$ cat src/rtl/nibble_serial_adder_pkg.sv
`default_nettype none
// ============================================================================
//  Module   : nibble_serial_adder_pkg
//  Purpose  : Shared definitions for the nibble-serial adder: the controller
//             state encoding and the width of one add step.
//  Revision : 1.0  initial release
// ============================================================================
package nibble_serial_adder_pkg;

    // Width of the single ripple add stage; operands are walked in slices of this size.
    localparam int NIBBLE_W = 4;

    typedef enum logic [1:0] {
        ST_IDLE = 2'd0,
        ST_RUN  = 2'd1,
        ST_DONE = 2'd2
    } state_t;

endpackage : nibble_serial_adder_pkg
`default_nettype wire

$ cat src/rtl/nibble_serial_adder_add4.sv
`default_nettype none
// ============================================================================
//  Module   : nibble_add4
//  Purpose  : Combinational 4-bit adder with carry-in and carry-out.
//  Ports    : a4, b4 - nibble operands
//             ci     - carry in
//             s4     - nibble sum
//             co     - carry out
//  Revision : 1.0  initial release
// ============================================================================
module nibble_add4
    import nibble_serial_adder_pkg::*;
(
    input  logic [NIBBLE_W-1:0] a4,
    input  logic [NIBBLE_W-1:0] b4,
    input  logic                ci,
    output logic [NIBBLE_W-1:0] s4,
    output logic                co
);

    assign {co, s4} = {1'b0, a4} + {1'b0, b4} + {{NIBBLE_W{1'b0}}, ci};

endmodule : nibble_add4
`default_nettype wire

$ cat src/rtl/nibble_serial_adder.sv
`default_nettype none
// ============================================================================
//  Module   : nibble_serial_adder
//  Purpose  : WIDTH-bit adder built from one 4-bit add stage that is reused
//             once per nibble, low nibble first, with the carry chained
//             through a register. Operands arrive and the result leaves over
//             valid/ready handshakes; one operation is in flight at a time.
//  Ports    : clk, rst_n            - clock, async active-low reset
//             in_valid/in_ready     - operand handshake (a, b, cin)
//             out_valid/out_ready   - result handshake (sum, cout)
//  Revision : 1.0  initial release
// ============================================================================
module nibble_serial_adder
    import nibble_serial_adder_pkg::*;
#(
    parameter int WIDTH = 16
) (
    input  logic             clk,
    input  logic             rst_n,
    input  logic             in_valid,
    output logic             in_ready,
    input  logic [WIDTH-1:0] a,
    input  logic [WIDTH-1:0] b,
    input  logic             cin,
    output logic             out_valid,
    input  logic             out_ready,
    output logic [WIDTH-1:0] sum,
    output logic             cout
);

    localparam int NIB      = WIDTH / NIBBLE_W;
    localparam int CNT_W    = (NIB > 1) ? $clog2(NIB) : 1;
    localparam logic [CNT_W-1:0] CNT_LAST = CNT_W'(NIB - 1);

    generate
        if ((WIDTH % NIBBLE_W) != 0 || WIDTH < NIBBLE_W) begin : g_width_check
            $error("nibble_serial_adder: WIDTH must be a multiple of 4 and at least 4");
        end
    endgenerate

    state_t r_state;
    state_t w_next_state;

    // Operands and result are held as nibble arrays so the active slice is a
    // plain index by the counter.
    logic [NIB-1:0][NIBBLE_W-1:0] r_a;
    logic [NIB-1:0][NIBBLE_W-1:0] r_b;
    logic [NIB-1:0][NIBBLE_W-1:0] r_sum;
    logic [CNT_W-1:0]             r_cnt;
    logic                         r_carry;
    logic                         r_cout;

    logic [NIBBLE_W-1:0]          w_a_nib;
    logic [NIBBLE_W-1:0]          w_b_nib;
    logic [NIBBLE_W-1:0]          w_s4;
    logic                         w_co;
    logic                         w_last;

    assign w_a_nib = r_a[r_cnt];
    assign w_b_nib = r_b[r_cnt];
    assign w_last  = (r_cnt == CNT_LAST);

    nibble_add4 u_add4 (
        .a4 (w_a_nib),
        .b4 (w_b_nib),
        .ci (r_carry),
        .s4 (w_s4),
        .co (w_co)
    );

    // ------------------------------------------------------------------
    // Controller
    // ------------------------------------------------------------------
    always_ff @(posedge clk or negedge rst_n) begin
        if (!rst_n) begin
            r_state <= ST_IDLE;
        end else begin
            r_state <= w_next_state;
        end
    end

    // Handshake outputs are decoded from the state register, so an
    // asynchronous reset drops out_valid and raises in_ready at once.
    always_comb begin
        w_next_state = r_state;
        in_ready     = 1'b0;
        out_valid    = 1'b0;
        case (r_state)
            ST_IDLE: begin
                in_ready = 1'b1;
                if (in_valid) begin
                    w_next_state = ST_RUN;
                end
            end
            ST_RUN: begin
                if (w_last) begin
                    w_next_state = ST_DONE;
                end
            end
            ST_DONE: begin
                out_valid = 1'b1;
                if (out_ready) begin
                    w_next_state = ST_IDLE;
                end
            end
            default: begin
                w_next_state = ST_IDLE;
            end
        endcase
    end

    // ------------------------------------------------------------------
    // Datapath
    // ------------------------------------------------------------------
    always_ff @(posedge clk or negedge rst_n) begin
        if (!rst_n) begin
            r_a     <= '0;
            r_b     <= '0;
            r_sum   <= '0;
            r_cnt   <= '0;
            r_carry <= 1'b0;
            r_cout  <= 1'b0;
        end else begin
            case (r_state)
                ST_IDLE: begin
                    if (in_valid) begin
                        r_a     <= a;
                        r_b     <= b;
                        r_carry <= cin;
                        r_cnt   <= '0;
                        r_sum   <= '0;
                        r_cout  <= 1'b0;
                    end
                end
                ST_RUN: begin
                    r_sum[r_cnt] <= w_s4;
                    r_carry      <= w_co;
                    // Counter parks on the last nibble instead of wrapping.
                    if (w_last) begin
                        r_cout <= w_co;
                    end else begin
                        r_cnt  <= r_cnt + 1'b1;
                    end
                end
                default: begin
                    // DONE holds the result until the consumer takes it.
                end
            endcase
        end
    end

    assign sum  = r_sum;
    assign cout = r_cout;

endmodule : nibble_serial_adder
`default_nettype wire

$ cat config.mk
export PLATFORM = sky130hd
export DESIGN_NAME = nibble_serial_adder
export DESIGN_NICKNAME = d
export VERILOG_FILES = /design/src/rtl/nibble_serial_adder_pkg.sv /design/src/rtl/nibble_serial_adder_add4.sv /design/src/rtl/nibble_serial_adder.sv
export SDC_FILE = /design/constraint.sdc
export NUM_CORES = 1
export LEC_CHECK = 0
export CAP_MARGIN = 0
export CORE_ASPECT_RATIO = 0.9
export CORE_MARGIN = 2
export CORE_UTILIZATION = 54
export CTS_BUF_LIST = sky130_fd_sc_hd__clkbuf_2
export CTS_CLUSTER_DIAMETER = 80
export DETAILED_ROUTE_END_ITERATION = 8
export DONT_BUFFER_PORTS = 1
export PLACE_DENSITY = 0.78
export SYNTH_ARGS = -nofsm -noshare
export SYNTH_HDL_FRONTEND = slang
export SYNTH_SLANG_ARGS = --single-unit
$ cat constraint.sdc
create_clock -name clk -period 2.5 [get_ports clk]
set_input_delay 0.25 -clock clk [delete_from_list [all_inputs] [get_ports clk]]
set_output_delay 0.25 -clock clk [all_outputs]
set_load 0.05 [all_outputs]
[Word level (Yosys, flattened, before mapping)]
Cells that the tools add are included.
Word-level totals
  register bits after elaboration: 54
  memories kept: 0
  output and inout bits: 19
  ROM bits: 0
  memory bits (writable): 0
  latch bits: 0
Cells by class
  shifts and indexed selects: 0
  add/subtract/negate cells: 3
  multiply operators: 0
  $lt $le $gt $ge: 2
  muxes and demuxes: 23
  equality and inequality tests: 7
  bitwise operators: 0
  reduce and logical (&&, ||, !) cells: 8
  divide/modulo/power cells: 0
Operator list (number)
  $pmux W16 S2: 1
  $bmux W4 S2: 2
  $bwmux W16: 1
  $mux W16: 1
  $mux W4: 3
  $mux W2: 5
  $reduce_and A3 Y1: 3
  $demux W4 S2: 1
  $ne A2 B2 Y1 const B: 4
  $pmux W2 S3: 1
  $add A4 B4 Y5: 1
  $add A5 B1 Y5: 1
  $mux W1: 5
  $eq A2 B2 Y1 const B: 2
  $pmux W1 S2: 2
  $pmux W2 S2: 1
  $reduce_and A2 Y1: 2
  $lt A2 B3 Y1 const B: 1
  $add A2 B1 Y2 const B: 1
  $eq A2 B1 Y1 const B: 1
  $ge A2 B1 Y1 const B: 1
  $logic_not A2 Y1: 1
  $reduce_bool A2 Y1: 1
  $logic_and A1 B1 Y1: 1

[Depth between registers and ports, before layout]
  word-level depth: 6
  depth in mapped cells: 7

[Modules after synthesis]
From an unflattened synthesis, not the netlist that was laid out.
Unflattened totals
  cell total of the unflattened synthesis: 170
  area total of the unflattened synthesis: 2516.2 um^2
Modules (own cells, without submodules)
  nibble_serial_adder: instances 1, cells each 154, area an instance 2372.3 um^2
  nibble_add4: instances 1, cells each 16, area an instance 143.9 um^2

[Least setup slack after synthesis]
OpenSTA, ideal clock, no wires.
  path kind: register to register
  start point: register r_cnt[0]
  end point: register r_sum (netlist bit sum[10])
  data required time: 2.370 ns
  period minus slack after synthesis: 2.479 ns
  cell stages (with the launch flop): 7
  arrival: 2.349 ns
  path buffers: 1
  setup slack: 0.021 ns
  cell sequence: dfrtp_1 > buf_2 > mux4_2 > fa_1 > fa_1 > xnor2_1 > o2bb2ai_1
Between the ends
  longest elaborated chain between the ends: 6
  elaborated cells between the ends (all ways): 13
  those cells by class: add/sub (2); order compare (2); mux (8); reduce/logical (1)
RTL lines
  start, declared: RTL line nibble_serial_adder.sv:49  | logic [CNT_W-1:0] r_cnt;
  start signal, assigned: RTL line nibble_serial_adder.sv:142  | r_cnt <= r_cnt + 1'b1;
  $bmux W4 S2 (tied with other cells): RTL line nibble_serial_adder.sv:59  | assign w_a_nib = r_a[r_cnt];
  $mux W4 (implied by the code) (tied with other cells): RTL line nibble_serial_adder.sv:59
  $add A4 B4 Y5 or $mux W4 (tied branches): RTL line nibble_serial_adder_add4.sv:21, nibble_serial_adder.sv:136
  $add A5 B1 Y5 or $demux W4 S2 (tied branches): RTL line nibble_serial_adder_add4.sv:21, nibble_serial_adder.sv:136
  $bwmux W16 *: RTL line nibble_serial_adder.sv:136  | r_sum[r_cnt] <= w_s4;
  $pmux W16 S2 *: RTL line nibble_serial_adder.sv:124  | case (r_state)
  end signal, assigned by index: RTL line nibble_serial_adder.sv:136
  end, declared: RTL line nibble_serial_adder.sv:48  | logic [NIB-1:0][NIBBLE_W-1:0] r_sum;
Every way passes the cells marked *; elsewhere a longest branch is shown, timed or not. The select of a mux whose other input is x is not followed.
A chain may end at the register's enable or synchronous reset.

[Worst setup path after layout]
Same ends and word-level chain as after synthesis.

==> flow_metrics.env <==
export IMPL_status="finished clean"
export IMPL_root_buffer="clkbuf_2"
export IMPL_synth_distinct_cells=31
export IMPL_cts_setup_buffers=0
export IMPL_setup_violations=0
export IMPL_p_clk_share_pct=10.1
export IMPL_pwr_share_seq_pct=42.3
export IMPL_fin_crit_sh_pct=95.9
export IMPL_cts_tree="done"
export IMPL_grt_pass1_wl_um=9310
export IMPL_place_congestion=0.840
export IMPL_synth_avg_cell_area_um2=10.6
export IMPL_drtPass1Iterations=4
export IMPL_grt_ovfl_total=0
export IMPL_required_ns=2.84
export IMPL_cp_common_cell="fa_1"
export IMPL_port_buffers=0
export IMPL_areaGrowthSynthToFinish_pct=20.5
export IMPL_ys_seq_area_share_pct=53.7
export IMPL_path_buf_inv=0
export IMPL_antenna_found_initial=0
export IMPL_p_leak_nw=1.49
export IMPL_ys_ff_latch=54
export IMPL_hp_class="input port to flip-flop"
export IMPL_drc_errors=0
export IMPL_finalPower_mw=4.49
export IMPL_crit_chain="mux4_2 -> fa_1 -> fa_1 -> xnor2_2 -> o2bb2ai_1"
export IMPL_max_stage_delay_ns=0.53
export IMPL_p_per_area_mw_per_mm2=1480
export IMPL_drv_slew=0
export IMPL_min_period_ns=2.40
export IMPL_path_max_fanout=4
export IMPL_grt_pass1_vias=1886
export IMPL_p_comb_share_pct=47.7
export IMPL_layout_commonest_cell="nand2_1"
export IMPL_maxSlewHeadroom_pct=46.1
export IMPL_maxCapViolCount=0
export IMPL_fillerInstances=321
export IMPL_arrival_ns=2.74
export IMPL_grt_max_degree=55
export IMPL_ys_warnings_count=0
export IMPL_worst_setup_path_end_kind="flip-flop"
export IMPL_final_nets=322
export IMPL_intPower_mw=2.39
export IMPL_max_freq_ghz=0.417
export IMPL_p_sw_mw=2.10
export IMPL_hold_slack_ns=0.101
export IMPL_tightest_slew_ns=0.808
export IMPL_clkSinkCount=54
export IMPL_dieWidth_um=76.0
export IMPL_wl_um=5690
export IMPL_fin_util_pct=68.0
export IMPL_timing_hold_violations_final=0
export IMPL_syn_inst=238
export IMPL_synth_area_mm2=0.00252
export IMPL_ant_nets=0
export IMPL_swShare_pct=46.7
export IMPL_pin_count=56
export IMPL_insertion_delay_ns=0.44
export IMPL_final_cell_mix="96 x nand2_1, 53 x dfrtp_1, 35 x dlygate4sd3_1, 9 x a22o_1, 8 x mux4_2"
export IMPL_finClkSkew_ns=0.0218
export IMPL_path_class="flip-flop to flip-flop"
export IMPL_start_kind="flip-flop"
export IMPL_design_die_area_mm2=0.00522
export IMPL_grt_util_all_layers_pct=23.3
export IMPL_worstHoldStart="in_valid"
export IMPL_critical_path_top_delay_family="adder cells"
export IMPL_crit_slowest_cell="mux4_2"
export IMPL_synth_nets=284
export IMPL_vias=1898
export IMPL_diodes=0
export IMPL_vias_per_cell=5.60
export IMPL_rsz0062_at_grt="no"
export IMPL_drive_above_1_share_pct=11.2
export IMPL_fin_setup_tns_ns=0
export IMPL_core_area_mm2=0.00446
export IMPL_initial_core_util_pct=56.4
export IMPL_wire_per_inst_um=16.8
export IMPL_die_y_um=68.8
export IMPL_h_tree_depth=2
export IMPL_numCtsBuffers=5
export IMPL_rr_startpoint="r_cnt[0]"
export IMPL_drt_initial_drc_count=141
export IMPL_cts_buffer_depth=2
export IMPL_critPathLaunch="r_cnt[0]"
export IMPL_rows=23
export IMPL_max_vdd_ir_drop_v=0.000670
export IMPL_clkTransAtPathRegs_ns=0.29
export IMPL_place_hpwl_um=3710
metal layers:
metal	wire length, um	GRT usage, %	up-vias
met5	0	0	-
li1	-	-	881
met3	273	4.82	9
met4	64	6.36	0
met1	2490	30.9	942
met2	2870	40.2	66
power groups by stage:
| stage | registers [mW] | logic, mW | clock network, mW |
|---|---|---|---|
| global route | 1.94 | 2.38 | 0.485 |
| finish | 1.90 | 2.14 | 0.452 |
| global placement | 1.90 | 1.87 | 0 |
| CTS | 1.89 | 2.08 | 0.457 |
| floorplan | 1.76 | 1.61 | 0 |
| detailed placement | 1.91 | 1.94 | 0 |
cells by family after synthesis:
family,share of synthesized area [%]
adders and majority gates,5.07
AOI/OAI and AO/OA,7.51
buffers and inverters,3.98
and+or+nand+nor,21.8
muxes,7.61
xor gates and xnor gates,0.348
DFF,53.7
synthesized netlist by cell type (all sizes together):
master   instances  area [um2]
nor3b            2        25.0
nor3             2        10.0
o21a             1        7.51
fa               2        40.0
xnor2            1        8.76
a21o             2        15.0
clkbuf           1        3.75
or3b             1        8.76
nand2           96         360
nand3            6        30.0
o21ai            2        10.0
nand2b           1        6.26
inv              4        15.0
dfrtp           54        1350
nand3b           5        37.5
mux4             8         180
o31ai            4        30.0
ha               7        87.6
and3             1        6.26
o2bb2ai          4        35.0
nor2             6        22.5
a22oi            1        7.51
a22o             9        78.8
mux2             1        11.3
buf             11        81.3
a21oi            1        5.00
and3b            4        35.0
nor2b            1        6.26
registers in the layout (all words and copies together) (netlist names):
signal	count
r_state	2
r_a	16
r_b	16
r_carry	1
cout	1
sum	16
r_cnt	2
area by class of cell:
type	instances	area [um2]	share of cell area, %
well taps	62	77.6	2.56
clock inverters	3	45.0	1.49
inverters	4	15.0	0.495
repair buffers	43	430	14.2
flip-flops and latches	54	1350	44.6
clock buffers	5	25.0	0.825
multi-input cells	168	1090	35.8
stage by stage:
step                cells  setup slack [ns]  cell area (um2)
detailed placement    295          -0.00113             2570
global route          339           0.00994             3030
global placement      295            0.0728             2570
floorplan             238            0.0211             2520
finish                339             0.101             3030
CTS                   339            0.0300             3020
tightest hold or removal path: stages:
cell	delay [ns]
nor3b_4	0.17
nand2_1	0.07
nand2_1	0.04
path summary, 6_finish.rpt:
check,end,slack (ns),cells past startpoint
setup / recovery,sum[10],0.10,5
hold / removal,r_a[12],0.10,3
setup reg to reg,sum[10],0.10,5
hold reg to reg,r_b[3],0.52,2
max in group asynchronous,r_a[5],1.98,2
min in group asynchronous,r_state[1],0.28,2
repair_timing:
action / CTS / global route
setup endpoints to repair: 4 / 8
hold buffers: 36 / 0
resized for setup: 1 / 3
endpoints found under the hold margin: 88 / 0
pin swaps: 0 / 1
Note: power is estimated with default switching activity, not from simulation.
